### src/rtl/fifo_ctrl_if.sv
// Producer/consumer-facing signal bundle of the FIFO pointer and flag controller.
// The requester side drives wr/rd; the controller side drives RAM addressing and status.
interface fifo_ctrl_if #(
    parameter int ADDR_WIDTH = 4
);
    logic                  wr;
    logic                  rd;
    logic                  wr_en;
    logic [ADDR_WIDTH-1:0] wr_addr;
    logic [ADDR_WIDTH-1:0] rd_addr;
    logic [ADDR_WIDTH:0]   count;
    logic                  full;
    logic                  empty;
    logic                  almost_full;
    logic                  overflow;
    logic                  underflow;

    modport master (
        output wr, rd,
        input  wr_en, wr_addr, rd_addr, count, full, empty, almost_full, overflow, underflow
    );

    modport slave (
        input  wr, rd,
        output wr_en, wr_addr, rd_addr, count, full, empty, almost_full, overflow, underflow
    );
endinterface

### src/rtl/fifo_ctrl.sv
// FIFO pointer/occupancy controller: owns read and write pointers of a dual-port RAM,
// keeps an up/down occupancy count and registered full/empty/almost-full and sticky error flags.
module fifo_ctrl #(
    parameter int ADDR_WIDTH = 4,
    parameter int AF_LEVEL   = 12
) (
    input  logic        clk,
    input  logic        reset,
    fifo_ctrl_if.slave  bus
);
    localparam logic [ADDR_WIDTH:0]   DEPTH_C = {1'b1, {ADDR_WIDTH{1'b0}}};
    localparam logic [ADDR_WIDTH:0]   AF_C    = (ADDR_WIDTH+1)'(AF_LEVEL);
    localparam logic [ADDR_WIDTH:0]   ZERO_C  = {(ADDR_WIDTH+1){1'b0}};
    localparam logic [ADDR_WIDTH:0]   CNT_ONE = {{ADDR_WIDTH{1'b0}}, 1'b1};
    localparam logic [ADDR_WIDTH-1:0] PTR_ONE = {{(ADDR_WIDTH-1){1'b0}}, 1'b1};

    logic [ADDR_WIDTH-1:0] wr_ptr_r;
    logic [ADDR_WIDTH-1:0] rd_ptr_r;
    logic [ADDR_WIDTH:0]   count_r;
    logic                  full_r;
    logic                  empty_r;
    logic                  af_r;
    logic                  ovf_r;
    logic                  udf_r;

    logic                  push_ok_s;
    logic                  pop_ok_s;
    logic [ADDR_WIDTH:0]   count_nxt_s;
    logic [ADDR_WIDTH-1:0] wr_ptr_nxt_s;
    logic [ADDR_WIDTH-1:0] rd_ptr_nxt_s;
    logic                  full_nxt_s;
    logic                  empty_nxt_s;
    logic                  af_nxt_s;
    logic                  ovf_nxt_s;
    logic                  udf_nxt_s;

    // Acceptance, next pointers, next occupancy and next flags from the registered flags.
    always_comb begin
        push_ok_s    = bus.wr & ~full_r;
        pop_ok_s     = bus.rd & ~empty_r;
        count_nxt_s  = count_r;
        wr_ptr_nxt_s = wr_ptr_r;
        rd_ptr_nxt_s = rd_ptr_r;

        case ({push_ok_s, pop_ok_s})
            2'b10:   count_nxt_s = count_r + CNT_ONE;
            2'b01:   count_nxt_s = count_r - CNT_ONE;
            default: count_nxt_s = count_r;
        endcase

        // Pointers wrap naturally at the power-of-two depth.
        if (push_ok_s) begin
            wr_ptr_nxt_s = wr_ptr_r + PTR_ONE;
        end else begin
            wr_ptr_nxt_s = wr_ptr_r;
        end

        if (pop_ok_s) begin
            rd_ptr_nxt_s = rd_ptr_r + PTR_ONE;
        end else begin
            rd_ptr_nxt_s = rd_ptr_r;
        end

        full_nxt_s  = (count_nxt_s == DEPTH_C);
        empty_nxt_s = (count_nxt_s == ZERO_C);
        af_nxt_s    = (count_nxt_s >= AF_C);
        ovf_nxt_s   = ovf_r | (bus.wr & full_r);
        udf_nxt_s   = udf_r | (bus.rd & empty_r);
    end

    // State registers; flags follow the next-state count so they always agree with count.
    always_ff @(posedge clk or posedge reset) begin
        if (reset) begin
            wr_ptr_r <= {ADDR_WIDTH{1'b0}};
            rd_ptr_r <= {ADDR_WIDTH{1'b0}};
            count_r  <= ZERO_C;
            full_r   <= 1'b0;
            empty_r  <= 1'b1;
            af_r     <= 1'b0;
            ovf_r    <= 1'b0;
            udf_r    <= 1'b0;
        end else begin
            wr_ptr_r <= wr_ptr_nxt_s;
            rd_ptr_r <= rd_ptr_nxt_s;
            count_r  <= count_nxt_s;
            full_r   <= full_nxt_s;
            empty_r  <= empty_nxt_s;
            af_r     <= af_nxt_s;
            ovf_r    <= ovf_nxt_s;
            udf_r    <= udf_nxt_s;
        end
    end

    // The write strobe must fall in the same cycle full is seen, so it stays combinational.
    assign bus.wr_en       = bus.wr & ~full_r;
    assign bus.wr_addr     = wr_ptr_r;
    assign bus.rd_addr     = rd_ptr_r;
    assign bus.count       = count_r;
    assign bus.full        = full_r;
    assign bus.empty       = empty_r;
    assign bus.almost_full = af_r;
    assign bus.overflow    = ovf_r;
    assign bus.underflow   = udf_r;
endmodule

### src/flat_wrapper.sv
// flat-port wrapper written by rule: the top's interface ports become plain ports
module fifo_ctrl_flat 
#(
    parameter int ADDR_WIDTH = 4,
    parameter int AF_LEVEL   = 12
)
  (clk, reset, bus_wr, bus_rd, bus_wr_en, bus_wr_addr, bus_rd_addr, bus_count, bus_full, bus_empty, bus_almost_full, bus_overflow, bus_underflow);
  fifo_ctrl_if #(.ADDR_WIDTH(ADDR_WIDTH)) bus_i ();
  input  logic clk;
  input  logic reset;
  input wire logic [$bits(bus_i.wr)-1:0] bus_wr;
  input wire logic [$bits(bus_i.rd)-1:0] bus_rd;
  output wire logic [$bits(bus_i.wr_en)-1:0] bus_wr_en;
  output wire logic [$bits(bus_i.wr_addr)-1:0] bus_wr_addr;
  output wire logic [$bits(bus_i.rd_addr)-1:0] bus_rd_addr;
  output wire logic [$bits(bus_i.count)-1:0] bus_count;
  output wire logic [$bits(bus_i.full)-1:0] bus_full;
  output wire logic [$bits(bus_i.empty)-1:0] bus_empty;
  output wire logic [$bits(bus_i.almost_full)-1:0] bus_almost_full;
  output wire logic [$bits(bus_i.overflow)-1:0] bus_overflow;
  output wire logic [$bits(bus_i.underflow)-1:0] bus_underflow;
  assign bus_i.wr = bus_wr;
  assign bus_i.rd = bus_rd;
  assign bus_wr_en = bus_i.wr_en;
  assign bus_wr_addr = bus_i.wr_addr;
  assign bus_rd_addr = bus_i.rd_addr;
  assign bus_count = bus_i.count;
  assign bus_full = bus_i.full;
  assign bus_empty = bus_i.empty;
  assign bus_almost_full = bus_i.almost_full;
  assign bus_overflow = bus_i.overflow;
  assign bus_underflow = bus_i.underflow;
  fifo_ctrl #(.ADDR_WIDTH(ADDR_WIDTH), .AF_LEVEL(AF_LEVEL)) u_core (.clk(clk), .reset(reset), .bus(bus_i));
endmodule
### config.mk
export PLATFORM = sky130hd
export DESIGN_NAME = fifo_ctrl_flat
export DESIGN_NICKNAME = d
export VERILOG_FILES = /design/src/rtl/fifo_ctrl_if.sv /design/src/rtl/fifo_ctrl.sv /design/src/flat_wrapper.sv
export SDC_FILE = /design/constraint.sdc
export NUM_CORES = 1
export LEC_CHECK = 0
export CAP_MARGIN = 20
export CORE_UTILIZATION = 44
export DETAILED_ROUTE_END_ITERATION = 10
export HOLD_SLACK_MARGIN = 0.02
export MAX_ROUTING_LAYER = met4
export PLACE_DENSITY = 0.73
export SLEW_MARGIN = 20
export SYNTH_ARGS = -nofsm -noshare
export SYNTH_HDL_FRONTEND = slang
export SYNTH_SLANG_ARGS = --single-unit
### constraint.sdc
create_clock -name clk -period 2.5 [get_ports clk]
set_input_delay 0.5 -clock clk [delete_from_list [all_inputs] [get_ports clk]]
set_output_delay 0.5 -clock clk [all_outputs]
set_load 0.1 [all_outputs]
# After elaboration in Yosys (flattened, before gate mapping)
# Index checks and enable logic that the tools add are counted.
# classes
magnitude_cmp,1
n_addsub,4
muxes,1
reduce_logical,1
n_eq_ne,3
bitwise,8
# ops
operator,n
$pmux W5 S2,1
$add A4 B1 Y4 const B,2
$add A5 B1 Y5 const B,1
$eq A5 B5 Y1 const B,1
$ge A5 B4 Y1 const B,1
$logic_not A5 Y1,1
$sub A5 B1 Y5 const B,1
$and A1 B1 Y1,4
$eq A2 B1 Y1 const B,1
$eq A2 B2 Y1 const B,1
$not A1 Y1,2
$or A1 B1 Y1,2
# word_totals
elab_cells,26
out_inout_bits,19
regBits,18

# Depth between registers and ports, before layout
# Gate-level depths: netlist (run 1).
# logic_depth
ltp_word,5
ltp_mapped,12
depth_no_buf,11

# Worst setup path before layout (run 1)
# No wires, ideal clock.
# synth_timing
path_type,register to register
start,reg u_core.full_r (netlist: u_core.bus.full)
end,reg u_core.full_r (netlist: u_core.bus.full)
arrival_ns,2.950
setup_time_ns,0.077
setup_slack_ns,-0.527
stages_incl_launch_ff,12
synth_period_minus_slack_ns,3.027
required_time_ns,2.423
n_path_buf,1
path_cell_list,dfrtp_1 -> nand2b_2 -> buf_6 -> nand2_1 -> xnor2_1 -> ha_1 -> nor3_1 -> o311a_1 -> nor3_2 -> a21oi_1 -> or3b_1 -> a21oi_1
# synth_between
elab_chain_len,5
word_cells_on_any_way,6
# synth_lines
element,line_no,rtl
from (decl),fifo_ctrl.sv:20,logic full_r;
from (signal assigned),fifo_ctrl.sv:86,full_r <= full_nxt_s;
$not A1 Y1 *,fifo_ctrl.sv:39,push_ok_s = bus.wr & ~full_r;
$and A1 B1 Y1 *,fifo_ctrl.sv:39,
$eq A2 B1 Y1 / $eq A2 B2 Y1 (equally long branches),fifo_ctrl.sv:45,"case ({push_ok_s, pop_ok_s})"
$pmux W5 S2 *,fifo_ctrl.sv:45,
$eq A5 B5 Y1 *,fifo_ctrl.sv:64,full_nxt_s = (count_nxt_s == DEPTH_C);
net u_core.full_nxt_s,fifo_ctrl.sv:31,logic full_nxt_s;
# Mark *: on every way through the listed nets, which the timed path passes. The rest lies on a longest branch.
# A chain may end at the register's enable or synchronous reset.

# Final worst setup path (run 1)
# layout_timing
start,reg u_core.empty_r (netlist: u_core.bus.empty)
end,reg u_core.full_r (netlist: u_core.bus.full)
# layout_between
elab_chain_len,5
word_cells_on_any_way,6
# layout_lines
element,line_no,rtl
from (decl),fifo_ctrl.sv:21,logic empty_r;
from (signal assigned),fifo_ctrl.sv:87,empty_r <= empty_nxt_s;
$not A1 Y1 *,fifo_ctrl.sv:40,pop_ok_s = bus.rd & ~empty_r;
$and A1 B1 Y1 *,fifo_ctrl.sv:40,
$eq A2 B1 Y1 / $eq A2 B2 Y1 (equally long branches),fifo_ctrl.sv:45,
$pmux W5 S2 *,fifo_ctrl.sv:45,
$eq A5 B5 Y1 *,fifo_ctrl.sv:64,
net u_core.full_nxt_s,fifo_ctrl.sv:31,
# Marks and branches as above.

==> results.toml, run 1 <==
[global_route]
grt_max_degree = 19
grt-ovfl-total = 0
grt_pass1_wl_microns = 4112
first_global_vias = 944
antenna_found_initial = 0
grt_usage_pct = 22.69

[clocking]
cts_sinks = 18
clk_latency_ns = 0.29
clk_pin_slew_ns = 0.10
htree_levels = 1
cts_tree = "done"
clockRootBuffer = "clkbuf_4"
cts_made_buffers = 3
cts.path.max_buffers = 2

[setup_path]
required_ns = 2.73
critical_path_class = "flip-flop to flip-flop"
start_kind = "flip-flop"
slowest_delay_ns = 0.62
critical_path_buf_inv_count = 3
r2r_slack_ns = -0.04
crit_arrival_ns = 2.77
crit_path_max_fanout = 4
critPathSlowestCell = "dfstp_4"
critical_path.top_delay_family = "simple AND/OR/NAND/NOR gates"
path_cells = "nand2b_4 > inv_4 > nand2_4 > xnor2_2 > ha_2 > buf_4 > buf_4 > nand4b_1 > a21oi_1 > nor3_4 > a21oi_2 > or3b_1 > a21oi_2"
critPathCaptureType = "flip-flop"

[timing]
tns_ns = -0.08091
post-route-min-period_ns = 2.543
rsz0062_at_grt = "yes"
clock_skew_ns = 0.003681
fmax_ghz = 0.3933
relSlewSlack_pct = 53.65
drv_slew = 0
hold_ws_ns = 0.4739
hold_violations = 0
finalCritPeriodShare_pct = 101.7
worst_pin_slew_ns = 0.6945
layout_setup_ws_ns = -0.04271
setup_viol_count_final = 3

[floorplanning]
die_h_microns = 50.55
die_w_microns = 50.55
initial_core_util_pct = 46.89
coreArea_sq_um = 2212
rows = 17
io_pins = 23
design.die.area_sq_um = 2555

[finish]
fin_area_sq_um = 1491
n_antenna_cell = 0
final_nets = 156
drive_above_1_share_pct = 43.54
final_util_pct = 67.42
area.growth.synth_to_final_pct = 43.79

[synthesis]
synth_area_sq_um = 1037
ys.flop_type = "dfrtp_1"
yosys_warnings = 0
ys_types = 40
synth-seq-area-share_pct = 43.55
synth-edff-count = 0
async_reset_ff_share_pct = 100.0
ys_ff_latch = 18
synthesis.nets = 114
synth_cells = 106
syn_avg_cell_area_sq_um = 9.785

[status]
violations = "negative setup slack"
outcome = "finished, violations left"

[detailed_routing]
routed_wirelength_microns = 2534
via_count = 964
routed_via_density = 5.509
first_iter_violations = 32
firstDrtPassIters = 4
drtAntennaViolNets = 0
drc_errors = 0
wire_per_inst_microns = 14.48

[placement]
portBuffers = 22
place_area_sq_um = 1373
gp_congestion = 0.8814
dp_hpwl_microns = 1636

[worst_hold_path]
hold_path.class = "flip-flop to flip-flop"

[job]
drv_cap = 0
-- cells in the final DEF (no fill, tap or decap), types with 3 or more instances in the layout --
| cell type | n |
|---|---|
| a21oi_1 | 4 |
| a21oi_2 | 3 |
| buf_4 | 37 |
| clkbuf_4 | 3 |
| dfrtp_1 | 16 |
| inv_1 | 4 |
| nand2_1 | 9 |
| nand4_1 | 3 |
| nor2_1 | 6 |
| nor2b_1 | 3 |
| nor3_1 | 3 |
| xnor2_1 | 8 |
-- state kept, by name, summed over array words and instances (netlist names) --
signal and count:
u_core.bus.empty 1, u_core.bus.count 5, u_core.bus.almost_full 1, u_core.bus.underflow 1, u_core.bus.rd_addr 4, u_core.bus.overflow 1
u_core.bus.wr_addr 4, u_core.bus.full 1
-- kinds of logic after synthesis --
family / after synthesis / synth area share, %
xor gates and xnor gates: 12 / 10.13
muxes: 2 / 2.171
DFF: 18 / 43.55
adders and majority gates: 4 / 4.825
buffers and inverters: 11 / 5.548
and+or+nand+nor: 40 / 21.35
AOI/OAI and AO/OA: 19 / 12.43
-- routing by layer --
metal	wire [microns]	vias to the layer above	GRT usage, %
li1	-	454	-
met1	1093	460	27.91
met2	1198	40	35.33
met3	155	10	3.030
met4	87	0	13.89
met5	0	-	-
-- per-stage QoR --
step                cells  setup WS (ns)
finish                175       -0.04271
global route          175        -0.1685
CTS                   174       -0.07768
detailed placement    168        -0.4752
global placement      168        -0.4427
floorplan             106        -0.2957
-- worst paths after layout --
kind	from	end	cells after the start
setup / recovery	u_core.bus.empty	u_core.bus.full	13
hold / removal	u_core.bus.wr_addr[3]	u_core.bus.wr_addr[3]	1
setup reg to reg	u_core.bus.empty	u_core.bus.full	13
hold reg to reg	u_core.bus.wr_addr[3]	u_core.bus.wr_addr[3]	1
max in group asynchronous	reset	u_core.bus.full	2
min in group asynchronous	reset	u_core.bus.overflow	2
-- worst reg2reg max path, delay by kind of cell (launching register included) --
kind,cells,cell delay [ns]
AOI/OAI and AO/OA,3,0.32
xor gates and xnor gates,1,0.06
adders and majority gates,1,0.20
buffers and inverters,3,0.31
DFF,1,0.62
and+or+nand+nor,5,0.97
-- Yosys cell counts, types with 2 or more instances --
cell,count,area share (%)
a21o_1,2,1.4
nor2b_1,3,1.8
nand4_1,3,1.8
nand2b_1,2,1.2
a21oi_1,6,2.9
a31oi_1,2,1.2
xor2_1,2,1.7
mux2_2,2,2.2
xnor2_1,10,8.4
nor3_1,5,2.4
nor2_1,7,2.5
nand2_1,10,3.6
or3_1,2,1.2
inv_1,4,1.4
buf_2,2,0.97
dfrtp_1,17,41
ha_1,4,4.8
-- repair_timing --
item,4_1_cts,5_1_grt
buffers inserted,2,1
hold buffers,0,0
pin swaps,5,2
setup endpoints to repair,4,5
resized for setup,11,7
-- cell type report --
type | count | area [sq um]
Multi-Input combinational cell | 77 | 609.3
Fill cell | 180 | 720.7
Inverter | 6 | 27.53
Tap cell | 28 | 35.03
Sequential cell | 18 | 456.7
Timing Repair Buffer | 42 | 336.6
Clock buffer | 4 | 26.28
Power of run 1 is not shown: default switching activity piles up to over one toggle a cycle in this logic, so the estimate is an artifact.
==> run 2: changes to the inputs <==
Settings changed: GPL_TIMING_DRIVEN set to 0.
==> run 2 against run 1 <==
  * The flow still finishes with violations (negative setup slack)
  * Register-to-register slack is essentially flat
  * Sequential cell count stayed put
  * Global-route usage down 2.1 points
  * Final cell count is 5.1% lower
  * Clock-buffer cell count stayed put
  * Clock skew rose by 0.0027 ns
  * Cell area fell by 3.0%
  * Critical path depth unchanged
  * First-iteration DRC count down 72%
  * Die area did not move
  * Largest cell class unchanged
==> results.toml, run 2 (synthesis results as in run 1) <==
[finish]
n_antenna_cell = 0
nFillCells = 181
final_nets = 147
drive_above_1_share_pct = 23.91
area.growth.synth_to_final_pct = 39.45
largest_reg_flops = 5
final_cell_mix = "clkdlybuf4s50_1, dfrtp_1, xnor2_1, nand2_1"

[placement]
dp_hpwl_microns = 1513
gp_congestion = 0.8200
dp_slack_ns = -0.6651
portBuffers = 22

[worst_hold_path]
hold_path.class = "flip-flop to flip-flop"

[setup_path]
r2r-end = "u_core.bus.full"
rr_worst_depth = 13
endpoint = "u_core.bus.full"
critical_path.top_delay_family = "simple AND/OR/NAND/NOR gates"
crit_arrival_ns = 2.76
r2r_slack_ns = -0.04
rr_startpoint = "u_core.bus.empty"
path_cells = "nand2b_4 > inv_6 > nand2_4 > xnor2_2 > ha_2 > buf_4 > buf_4 > nand4b_1 > a21oi_2 > nor3_4 > a21oi_2 > or3b_1 > a21oi_1"
critPathCaptureType = "flip-flop"
slowest_delay_ns = 0.63
critical_path_buf_inv_count = 3
required_ns = 2.72
critical_path_class = "flip-flop to flip-flop"
start_kind = "flip-flop"
critPathSlowestCell = "dfstp_4"
startpoint = "u_core.bus.empty"
crit_path_max_fanout = 5
cp.depth = 13

[floorplanning]
io_pins = 23
die_w_microns = 50.55
rows = 17
coreArea_sq_um = 2212
initial_core_util_pct = 46.89
design.die.area_sq_um = 2555
die_h_microns = 50.55

[detailed_routing]
drtAntennaViolNets = 0
via_count = 887
drc_errors = 0
first_iter_violations = 9
wire_per_inst_microns = 13.57
routed_wirelength_microns = 2253
firstDrtPassIters = 4
routed_via_density = 5.343

[timing]
fmax_ghz = 0.3942
clock_skew_ns = 0.006333
hold_violations = 0
setup_viol_count_final = 3
finalCritPeriodShare_pct = 101.5
rsz0062_at_grt = "yes"
relSlewSlack_pct = 34.28
hold_ws_ns = 0.4661
layout_setup_ws_ns = -0.03674
post-route-min-period_ns = 2.537
worst_pin_slew_ns = 0.9828
drv_slew = 0

[global_route]
grt_pass1_wl_microns = 3753
first_global_vias = 862
antenna_found_initial = 0
grt-ovfl-total = 0
grt_usage_pct = 20.60
grt_max_degree = 19

[status]
outcome = "finished, violations left"
violations = "negative setup slack"

[clocking]
cts_sinks = 18
cts.path.max_buffers = 2
cts_made_buffers = 3
htree_levels = 1
clk_latency_ns = 0.30
clockRootBuffer = "clkbuf_4"
postCtsHoldBufs = 0
clk_pin_slew_ns = 0.10
cts_tree = "done"

[job]
drv_cap = 0
-- run 2: cell count changes in the layout (fill, tap and decap cells not counted), sizes merged --
cell / change
clkdlybuf4s15: +1
buf: -29
dlymetal6s2s: +1
dlygate4sd2: +2
clkdlybuf4s50: +15
clkbuf: +1
-- run 2: what timing repair did --
item,CTS,global route
buffers inserted,6,1
gates resized for setup,16,3
setup endpoints to repair,6,4
pin swaps,5,3
cloned,0,0
-- run 2: how the worst min path moves through the flow --
stage,startpoint,to,slack (ns),cells past startpoint
3_5_place_dp,u_core.bus.overflow,u_core.bus.overflow,0.45,1
6_report,u_core.bus.overflow,u_core.bus.overflow,0.47,1
3_3_place_gp,u_core.bus.overflow,u_core.bus.overflow,0.44,1
5_1_grt,u_core.bus.overflow,u_core.bus.overflow,0.50,1
4_1_cts,u_core.bus.overflow,u_core.bus.overflow,0.47,1
2_1_floorplan,reset,u_core.bus.almost_full,0.44,1
-- run 2: cell type report --
class / count / area (sq um) / share of cell area, %
multi-input combinational: 77 / 591.8 / 40.92
sequential: 18 / 456.7 / 31.57
timing repair buffer: 29 / 271.5 / 18.77
clock buffer: 4 / 36.28 / 2.509
tap: 28 / 35.03 / 2.422
inverter: 6 / 30.03 / 2.076
buffer: 4 / 25.02 / 1.730
-- run 2: stage by stage --
step	area, sq um	utilization [%]	setup TNS, ns	std cells
after floorplan	1061	-	-0.8809	106
after global placement	1316	59.50	-2.580	156
after detailed placement	1316	59.50	-2.835	156
after CTS	1429	64.59	-0.1497	165
after global routing	1446	65.38	-0.3972	166
final	1446	65.38	-0.08105	166
-- run 2: layer usage --
metal  share of wire [%]  routed length [microns]  vias to the layer above  track usage, %
met5                   0                        0                        -               -
met4                 1.6                       36                        0           8.796
met3                 3.8                       86                        6           3.636
met2                  49                     1115                       29           33.33
met1                  45                     1015                      419           25.29
li1                    -                        -                      433               -
Power of run 2 is left out for the same reason.
